## config.mk

```make
export PLATFORM = sky130hd
export DESIGN_NAME = key_debounce_led
export DESIGN_NICKNAME = d
export VERILOG_FILES = /design/src/rtl/key_debounce_pkg.sv /design/src/rtl/key_debounce_ch.sv /design/src/rtl/key_debounce_led.sv
export SDC_FILE = /design/constraint.sdc
export NUM_CORES = 1
export LEC_CHECK = 0
export ABC_AREA = 1
export BUFFER_PORTS_ARGS = -buffer_cell sky130_fd_sc_hd__buf_2
export CORE_ASPECT_RATIO = 1.25
export CORE_UTILIZATION = 35
export DETAILED_ROUTE_END_ITERATION = 7
export PLACE_DENSITY_LB_ADDON = 0.1
export SLEW_MARGIN = 25
export SYNTH_ARGS = -nofsm -noshare
export SYNTH_HDL_FRONTEND = slang
export SYNTH_SLANG_ARGS = --single-unit
```

## constraint.sdc

```tcl
create_clock -name sys_clk -period 1.7 [get_ports sys_clk]
set_input_delay 0.51 -clock sys_clk [delete_from_list [all_inputs] [get_ports sys_clk]]
set_output_delay 0.51 -clock sys_clk [all_outputs]
set_load 0.1 [all_outputs]
```

## src/rtl/key_debounce_pkg.sv

```systemverilog
// Shared types and limits for the key debounce / LED block.
//   key_fsm_e          : per-channel debounce FSM state (2-bit)
//   MinSyncStages      : smallest legal synchroniser depth
//   MinDebounceCycles  : smallest legal debounce window
package key_debounce_pkg;

  typedef enum logic [1:0] {
    StReleased,
    StPressWait,
    StPressed,
    StReleaseWait
  } key_fsm_e;

  localparam int unsigned MinSyncStages     = 2;
  localparam int unsigned MinDebounceCycles = 1;

endpackage

```

## src/rtl/key_debounce_ch.sv

```systemverilog
// One debounce channel: synchroniser chain, stability counter, 4-state FSM and
// one-cycle press/release pulses.
// Ports:
//   sys_clk     : clock, rising edge
//   sys_rst     : synchronous active-high reset
//   key_in      : raw asynchronous key, 1 = pressed
//   key_state   : debounced level
//   key_press   : one-cycle pulse on accepted 0->1
//   key_release : one-cycle pulse on accepted 1->0
module key_debounce_ch
  import key_debounce_pkg::*;
#(
  parameter int unsigned SYNC_STAGES     = 2,
  parameter int unsigned DEBOUNCE_CYCLES = 1000000
) (
  input  logic sys_clk,
  input  logic sys_rst,
  input  logic key_in,
  output logic key_state,
  output logic key_press,
  output logic key_release
);

  // Out-of-range parameters are clamped to the legal minimum.
  localparam int unsigned SyncDepth =
      (SYNC_STAGES < MinSyncStages) ? MinSyncStages : SYNC_STAGES;
  localparam int unsigned DebounceCycles =
      (DEBOUNCE_CYCLES < MinDebounceCycles) ? MinDebounceCycles : DEBOUNCE_CYCLES;
  localparam int unsigned CntW = $clog2(DebounceCycles + 1);
  localparam logic [CntW-1:0] CntLast = CntW'(DebounceCycles - 1);

  logic [SyncDepth-1:0] sync_q;
  logic                 key_sync;
  key_fsm_e             state_q, state_d;
  logic [CntW-1:0]      cnt_q, cnt_d;
  logic                 press_q, press_d;
  logic                 release_q, release_d;

  assign key_sync = sync_q[SyncDepth-1];

  always_ff @(posedge sys_clk) begin
    if (sys_rst) begin
      sync_q    <= '0;
      state_q   <= StReleased;
      cnt_q     <= '0;
      press_q   <= 1'b0;
      release_q <= 1'b0;
    end else begin
      sync_q    <= {sync_q[SyncDepth-2:0], key_in};
      state_q   <= state_d;
      cnt_q     <= cnt_d;
      press_q   <= press_d;
      release_q <= release_d;
    end
  end

  // The cycle that leaves a stable state already counts as the first stable
  // cycle, so the counter starts at 1 and acceptance happens when it reads
  // DEBOUNCE_CYCLES-1. This gives exactly DEBOUNCE_CYCLES cycles after sync.
  always_comb begin
    state_d   = state_q;
    cnt_d     = cnt_q;
    press_d   = 1'b0;
    release_d = 1'b0;
    case (state_q)
      StReleased: begin
        if (key_sync) begin
          if (DebounceCycles == 1) begin
            state_d = StPressed;
            press_d = 1'b1;
          end else begin
            state_d = StPressWait;
            cnt_d   = CntW'(1);
          end
        end
      end
      StPressWait: begin
        if (!key_sync) begin
          state_d = StReleased;
          cnt_d   = '0;
        end else if (cnt_q >= CntLast) begin
          state_d = StPressed;
          cnt_d   = '0;
          press_d = 1'b1;
        end else begin
          cnt_d = cnt_q + CntW'(1);
        end
      end
      StPressed: begin
        if (!key_sync) begin
          if (DebounceCycles == 1) begin
            state_d   = StReleased;
            release_d = 1'b1;
          end else begin
            state_d = StReleaseWait;
            cnt_d   = CntW'(1);
          end
        end
      end
      StReleaseWait: begin
        if (key_sync) begin
          state_d = StPressed;
          cnt_d   = '0;
        end else if (cnt_q >= CntLast) begin
          state_d   = StReleased;
          cnt_d     = '0;
          release_d = 1'b1;
        end else begin
          cnt_d = cnt_q + CntW'(1);
        end
      end
      default: begin
        state_d = StReleased;
        cnt_d   = '0;
      end
    endcase
  end

  // Debounced level is 1 in both states that follow an accepted press.
  assign key_state   = (state_q == StPressed) || (state_q == StReleaseWait);
  assign key_press   = press_q;
  assign key_release = release_q;

endmodule

```

## src/rtl/key_debounce_led.sv

```systemverilog
// Multi-channel key debouncer with LED drive.
// Ports:
//   sys_clk     : clock, rising edge
//   sys_rst     : synchronous active-high reset
//   key_in      : raw asynchronous keys, 1 = pressed
//   key_state   : debounced key levels
//   key_press   : one-cycle pulses on accepted presses
//   key_release : one-cycle pulses on accepted releases
//   led_out     : LED drive, 1 = lit
// Build option KEY_DEBOUNCE_TOGGLE_EN: each LED toggles the cycle after a
// press (releases ignored); otherwise each LED mirrors its key_state.
module key_debounce_led
  import key_debounce_pkg::*;
#(
  parameter int unsigned CHANNELS        = 4,
  parameter int unsigned SYNC_STAGES     = 2,
  parameter int unsigned DEBOUNCE_CYCLES = 1000000
) (
  input  logic                sys_clk,
  input  logic                sys_rst,
  input  logic [CHANNELS-1:0] key_in,
  output logic [CHANNELS-1:0] key_state,
  output logic [CHANNELS-1:0] key_press,
  output logic [CHANNELS-1:0] key_release,
  output logic [CHANNELS-1:0] led_out
);

  for (genvar i = 0; i < CHANNELS; i++) begin : g_ch
    key_debounce_ch #(
      .SYNC_STAGES     (SYNC_STAGES),
      .DEBOUNCE_CYCLES (DEBOUNCE_CYCLES)
    ) u_ch (
      .sys_clk     (sys_clk),
      .sys_rst     (sys_rst),
      .key_in      (key_in[i]),
      .key_state   (key_state[i]),
      .key_press   (key_press[i]),
      .key_release (key_release[i])
    );
  end

`ifdef KEY_DEBOUNCE_TOGGLE_EN
  logic [CHANNELS-1:0] led_q;

  always_ff @(posedge sys_clk) begin
    if (sys_rst) begin
      led_q <= '0;
    end else begin
      led_q <= led_q ^ key_press;
    end
  end

  assign led_out = led_q;
`else
  assign led_out = key_state;
`endif

endmodule

```

== Word-level counts from Yosys, hierarchy flattened ==
Index checks and enable logic that the tools add are counted.

* Bitwise gates (word level): 12
* Multiplexer cells: 56
* Order comparisons: 4
* Reduce and logical (&&, ||, !) cells: 24
* Equal/unequal tests: 28
* Add/subtract/negate cells: 4

{| class="wikitable"
|+ Operator list
! kind !! number
|-
| 2-to-1 mux 20 bit || 20
|-
| case mux 20 bit (4 select lines) || 4
|-
| adder 20 x 1 -> 20 bit, second input constant || 4
|-
| >= comparator 20 bit, second input constant || 4
|-
| 2-to-1 mux 2 bit || 24
|-
| case mux 2 bit (4 select lines) || 4
|-
| OR reduction 3 bit || 8
|-
| == test 2 bit, second input constant || 8
|-
| AND reduction 4 bit || 4
|-
| != test 3 x 1 -> 1 bit, second input constant || 4
|-
| != test 3 bit, second input constant || 4
|-
| inverter 1 bit || 12
|-
| == test 2 x 1 -> 1 bit, second input constant || 4
|-
| logical NOT 2 bit || 4
|-
| != test 2 x 1 -> 1 bit, second input constant || 4
|-
| != test 2 bit, second input constant || 4
|-
| AND reduction 2 bit || 4
|-
| logical OR 1 bit || 4
|-
| 2-to-1 mux 1 bit || 4
|}

* Input bits: 6
* Logic and storage cells: 148
* Output and inout bits: 16
* Bits in registers: 104

== Longest topological paths before layout ==
* Depth in word-level cells: 4
* Mapped depth: 11
* Mapped depth without buffers: 11

== Modules after synthesis ==
Synthesis repeated with hierarchy kept, for this count alone.

* Cell total of the unflattened synthesis: 955
* Area total of the unflattened synthesis: 6,346.1 sq um

{| class="wikitable"
|+ By module, submodules not included
! module !! cells each !! seq. area each (sq um) !! times used !! area each (sq um)
|-
| key_debounce_ch (g_ch[1].u_ch ...) || 233 || 520.5 || 2 || 1,594.0
|-
| key_debounce_ch (g_ch[3].u_ch) || 244 || 520.5 || 1 || 1,581.5
|-
| key_debounce_ch (g_ch[0].u_ch) || 241 || 520.5 || 1 || 1,546.5
|-
| key_debounce_led || 4 || 0.0 || 1 || 30.0
|}

== Worst setup path after synthesis ==
OpenSTA, ideal clock, no wires.

* Path type: register -> register
* Start: register g_ch[3].u_ch.cnt_q[0]
* End: register g_ch[3].u_ch.cnt_q[16]
* Data arrival time: 1.403 ns
* Required time: 1.560 ns
* Buffers on the path: 1
* Slack: 0.157 ns
* Clock period less this slack: 1.543 ns
* Setup time: 0.140 ns
* Cell stages (with the launch flop): 12
* Cell sequence: dfxtp_1 ha_1 nand3_1 nor2_2 nand2_1 nand2_1 nand2_1 nand3_2 inv_2 buf_6 nand3_1 a21oi_1

* Word-level cells in the longest chain between the ends: 4
* Elaborated cells on any way between the ends: 6
* Classes of those cells: add/sub: 1; order compare: 1; mux: 4

{| class="wikitable"
|+ Ends and longest elaborated chain
! item !! line !! text
|-
| start: declaration || key_debounce_ch.sv:35 || <nowiki>logic [CntW-1:0] cnt_q, cnt_d;</nowiki>
|-
| start signal: assignment || key_debounce_ch.sv:51 || <nowiki>cnt_q <= cnt_d;</nowiki>
|-
| adder 20 x 1 -> 20 bit or >= comparator 20 bit (tied branches) || -- ||
|-
| 2-to-1 mux 20 bit (*) || key_debounce_ch.sv:81, key_debounce_ch.sv:104 ||
|-
| 2-to-1 mux 20 bit (on tied branches) || key_debounce_ch.sv:101, key_debounce_ch.sv:78 ||
|-
| case mux 20 bit (4 select lines) (*) || key_debounce_ch.sv:65 || <nowiki>case (state_q)</nowiki>
|}

Mark *: on every way between the ends. The rest lies on a longest branch, timed or not.
A chain may end at the register's enable or synchronous reset.

==> results_dict.tcl <==
set metrics [dict create \
    initial_core_util_pct 35.9 \
    syn_avg_cell_area_sq_um 6.71 \
    slowest_delay_ns 0.44 \
    setup_viol 0 \
    yosysWarnings 0 \
    ir_worst_vdd_uv 340 \
    fill_cells 1680 \
    htreeDepth 3 \
    critPathSlowestCell "buf_2" \
    ios 22 \
    drtIter0Drc 280 \
    final_cell_mix "225 x nand2_1, 94 x dfxtp_1, 87 x inv_1, 75 x nor2_1, 74 x a21oi_1" \
    layout_commonest_cell "nand2_1" \
    regArea_sq_um 2100 \
    status "finished, final reports clean" \
    rows 52 \
    critPathTopFamily "buffers and inverters" \
    worst-path-buf-inv 1 \
    r2r_start "g_ch[1].u_ch.cnt_q[0]$_SDFFE_PP0P_" \
    fin_hold_ws_ns 0.360 \
    synth-edff-count 0 \
    antenna_found_initial 0 \
    dpl.hpwl_microns 9670 \
    path_depth 1 \
    cp.required_ns 1.19 \
    rsz0062_at_grt "yes" \
    drive_gt1_share_pct 19.0 \
    grt_pass1_wl_microns 23600 \
    max_freq_mhz 598 \
    grt_pass1_vias 5130 \
    endpoint "key_state[1]" \
    skew_ns 0.00739 \
    dr_total_vias 5472 \
    cts_root_buffer "clkbuf_16" \
    nets 903 \
    syn-num-nets 876 \
    synth_seq_cells 104 \
    crit_fanout 5 \
    core_area_sq_um 16200 \
    r2r_cells 11 \
    ys_types 43 \
    drc 0 \
    hold_path.class "in2reg" \
    timing.rr.end "g_ch[1].u_ch.cnt_q[16]$_SDFFE_PP0P_" \
    hold_buffers 0 \
    finalHoldViolCount 0 \
    die_w_microns 117 \
    fp.dieH_microns 146 \
    place_area_sq_um 6220 \
    powerDensity_nw_per_um2 752 \
    portBuffers 21 \
    critPathKind "reg2out" \
    design.die.area_sq_um 17100 \
    cts_sinks 104 \
    cts_tree "yes" \
    p_leak_nw 2.53 \
    synth_cells 866 \
    timing.critical_path.to_type "primary output" \
    firstDrtPassIters 4 \
    path_clk_slew_ns 0.07 \
    area_delta_synth_final_pct 16.1 \
    wire_per_inst_microns 12.4 \
    wirelength_microns 13800 \
    clockBufferDepth 2 \
    gp_congestion 0.860 \
    ant_nets 0 \
    multi_input_area_sq_um 3290 \
    path_cells "buf_2" \
    clock_latency_ns 0.35 \
    grt_max_degree 73 \
    antenna_cells 0 \
    grt.overflow.total 0 \
    numCtsBuffers 9 \
    final_area_sq_um 6740 \
    async_reset_ff_share_pct 0 \
    r2r_slack_ns 0.12 \
    arrival_ns 1.16 \
    avgViaCountPerCell 4.92 \
    setup_tns_ns 0 \
    synth_seq_area_share_pct 35.8 \
    drv_slew 0 \
    grt_usage_pct 17.2 \
    synth.cell_area_sq_um 5810 \
    tightest_slew_ns 0.487 \
    timing.slew.headroom_pct 67.8 \
    synth_ff_type "dfxtp_1" \
    cap_violations 0 \
    fin_crit_sh_pct 98.4 \
    setup.worst_path.start_class "flop" \
    period_minus_slack_ns 1.67 \
]
[synthesized netlist by cell type (7+ instances only)]
| library cell | number | area [sq um] |
|---|---|---|
| nand4_1 | 28 | 175 |
| nor2_2 | 12 | 75.1 |
| or2_2 | 10 | 62.6 |
| a21oi_1 | 76 | 380 |
| nor3_1 | 18 | 90.1 |
| nor2_1 | 81 | 304 |
| buf_2 | 8 | 40.0 |
| o21ai_0 | 36 | 180 |
| clkbuf_1 | 15 | 56.3 |
| nand3_1 | 58 | 290 |
| nand3_2 | 11 | 110 |
| buf_4 | 17 | 128 |
| inv_1 | 88 | 330 |
| a21oi_2 | 7 | 61.3 |
| nand2_1 | 230 | 863 |
| xor2_1 | 11 | 96.3 |
| dfxtp_1 | 104 | 2080 |
[area by class of cell]
| type | count | share of cell area [%] |
|---|---|---|
| multi-input combinational | 628 | 48.7 |
| sequential | 104 | 31.1 |
| timing repair buffer | 58 | 6.38 |
| inverter | 92 | 5.20 |
| clock buffer | 13 | 4.01 |
| tap | 216 | 4.01 |
| clock inverter | 2 | 0.557 |
[registers in the layout (all words and copies together), names as in the netlist, named ones only]
register,cells
g_ch.u_ch.sync_q,8
g_ch.u_ch.key_release,4
g_ch.u_ch.key_press,4
g_ch.u_ch.state_q,4
g_ch.u_ch.cnt_q,80
[worst min-delay path by stage]
stage                                      startpoint                                 to  slack (ns)  depth (start not counted)
floorplan           g_ch[0].u_ch.sync_q[0]$_SDFF_PP0_  g_ch[0].u_ch.sync_q[1]$_SDFF_PP0_        0.39                          2
global placement    g_ch[1].u_ch.sync_q[0]$_SDFF_PP0_  g_ch[1].u_ch.sync_q[1]$_SDFF_PP0_        0.40                          2
detailed placement  g_ch[2].u_ch.sync_q[0]$_SDFF_PP0_  g_ch[2].u_ch.sync_q[1]$_SDFF_PP0_        0.40                          2
CTS                                         key_in[0]  g_ch[0].u_ch.sync_q[0]$_SDFF_PP0_        0.35                          3
global route                                key_in[1]  g_ch[1].u_ch.sync_q[0]$_SDFF_PP0_        0.36                          3
finish                                      key_in[0]  g_ch[0].u_ch.sync_q[0]$_SDFF_PP0_        0.36                          3
[repair_timing]
action,in CTS,in global routing
gates cloned,1,1
endpoints found under the setup margin,17,77
resized for setup,7,48
hold endpoints to repair,0,0
buffers inserted,0,2
pin swaps,1,6
[cells by family after synthesis]
group | count (synthesis) | synth area share, %
DFF | 104 | 35.8
xor gates and xnor gates | 12 | 1.81
and+or+nand+nor | 469 | 37.0
buffers and inverters | 136 | 10.4
AOI/OAI and AO/OA | 141 | 14.0
adders and majority gates | 4 | 0.862
[where the power goes]
part | switching (mW) | leakage (nW) | total (mW) | internal (mW)
logic | 0.280 | 1.53 | 0.401 | 0.121
registers | 0.0296 | 0.845 | 2.50 | 2.47
clock network | 0.914 | 0.148 | 2.17 | 1.26
[through the flow]
step	total power, mW	util (%)	setup WS, ns	cells
global placement	2.94	38.4	0.00310	1094
detailed placement	2.94	38.4	-0.0157	1094
global route	5.29	41.6	-0.0313	1113
floorplan	2.82	-	0.157	866
finish	5.07	41.6	0.0277	1113
CTS	5.15	40.5	-0.0454	1110
[metal layers]
layer	wire length, microns	global-route usage [%]	part of all wire [%]	vias up
li1	-	-	-	2851
met1	6490	21.8	47	2522
met2	6650	28.8	48	77
met3	331	2.16	2.4	22
met4	328	7.72	2.4	0
met5	0	0	0	-
Power figures use the tool's default switching activity.
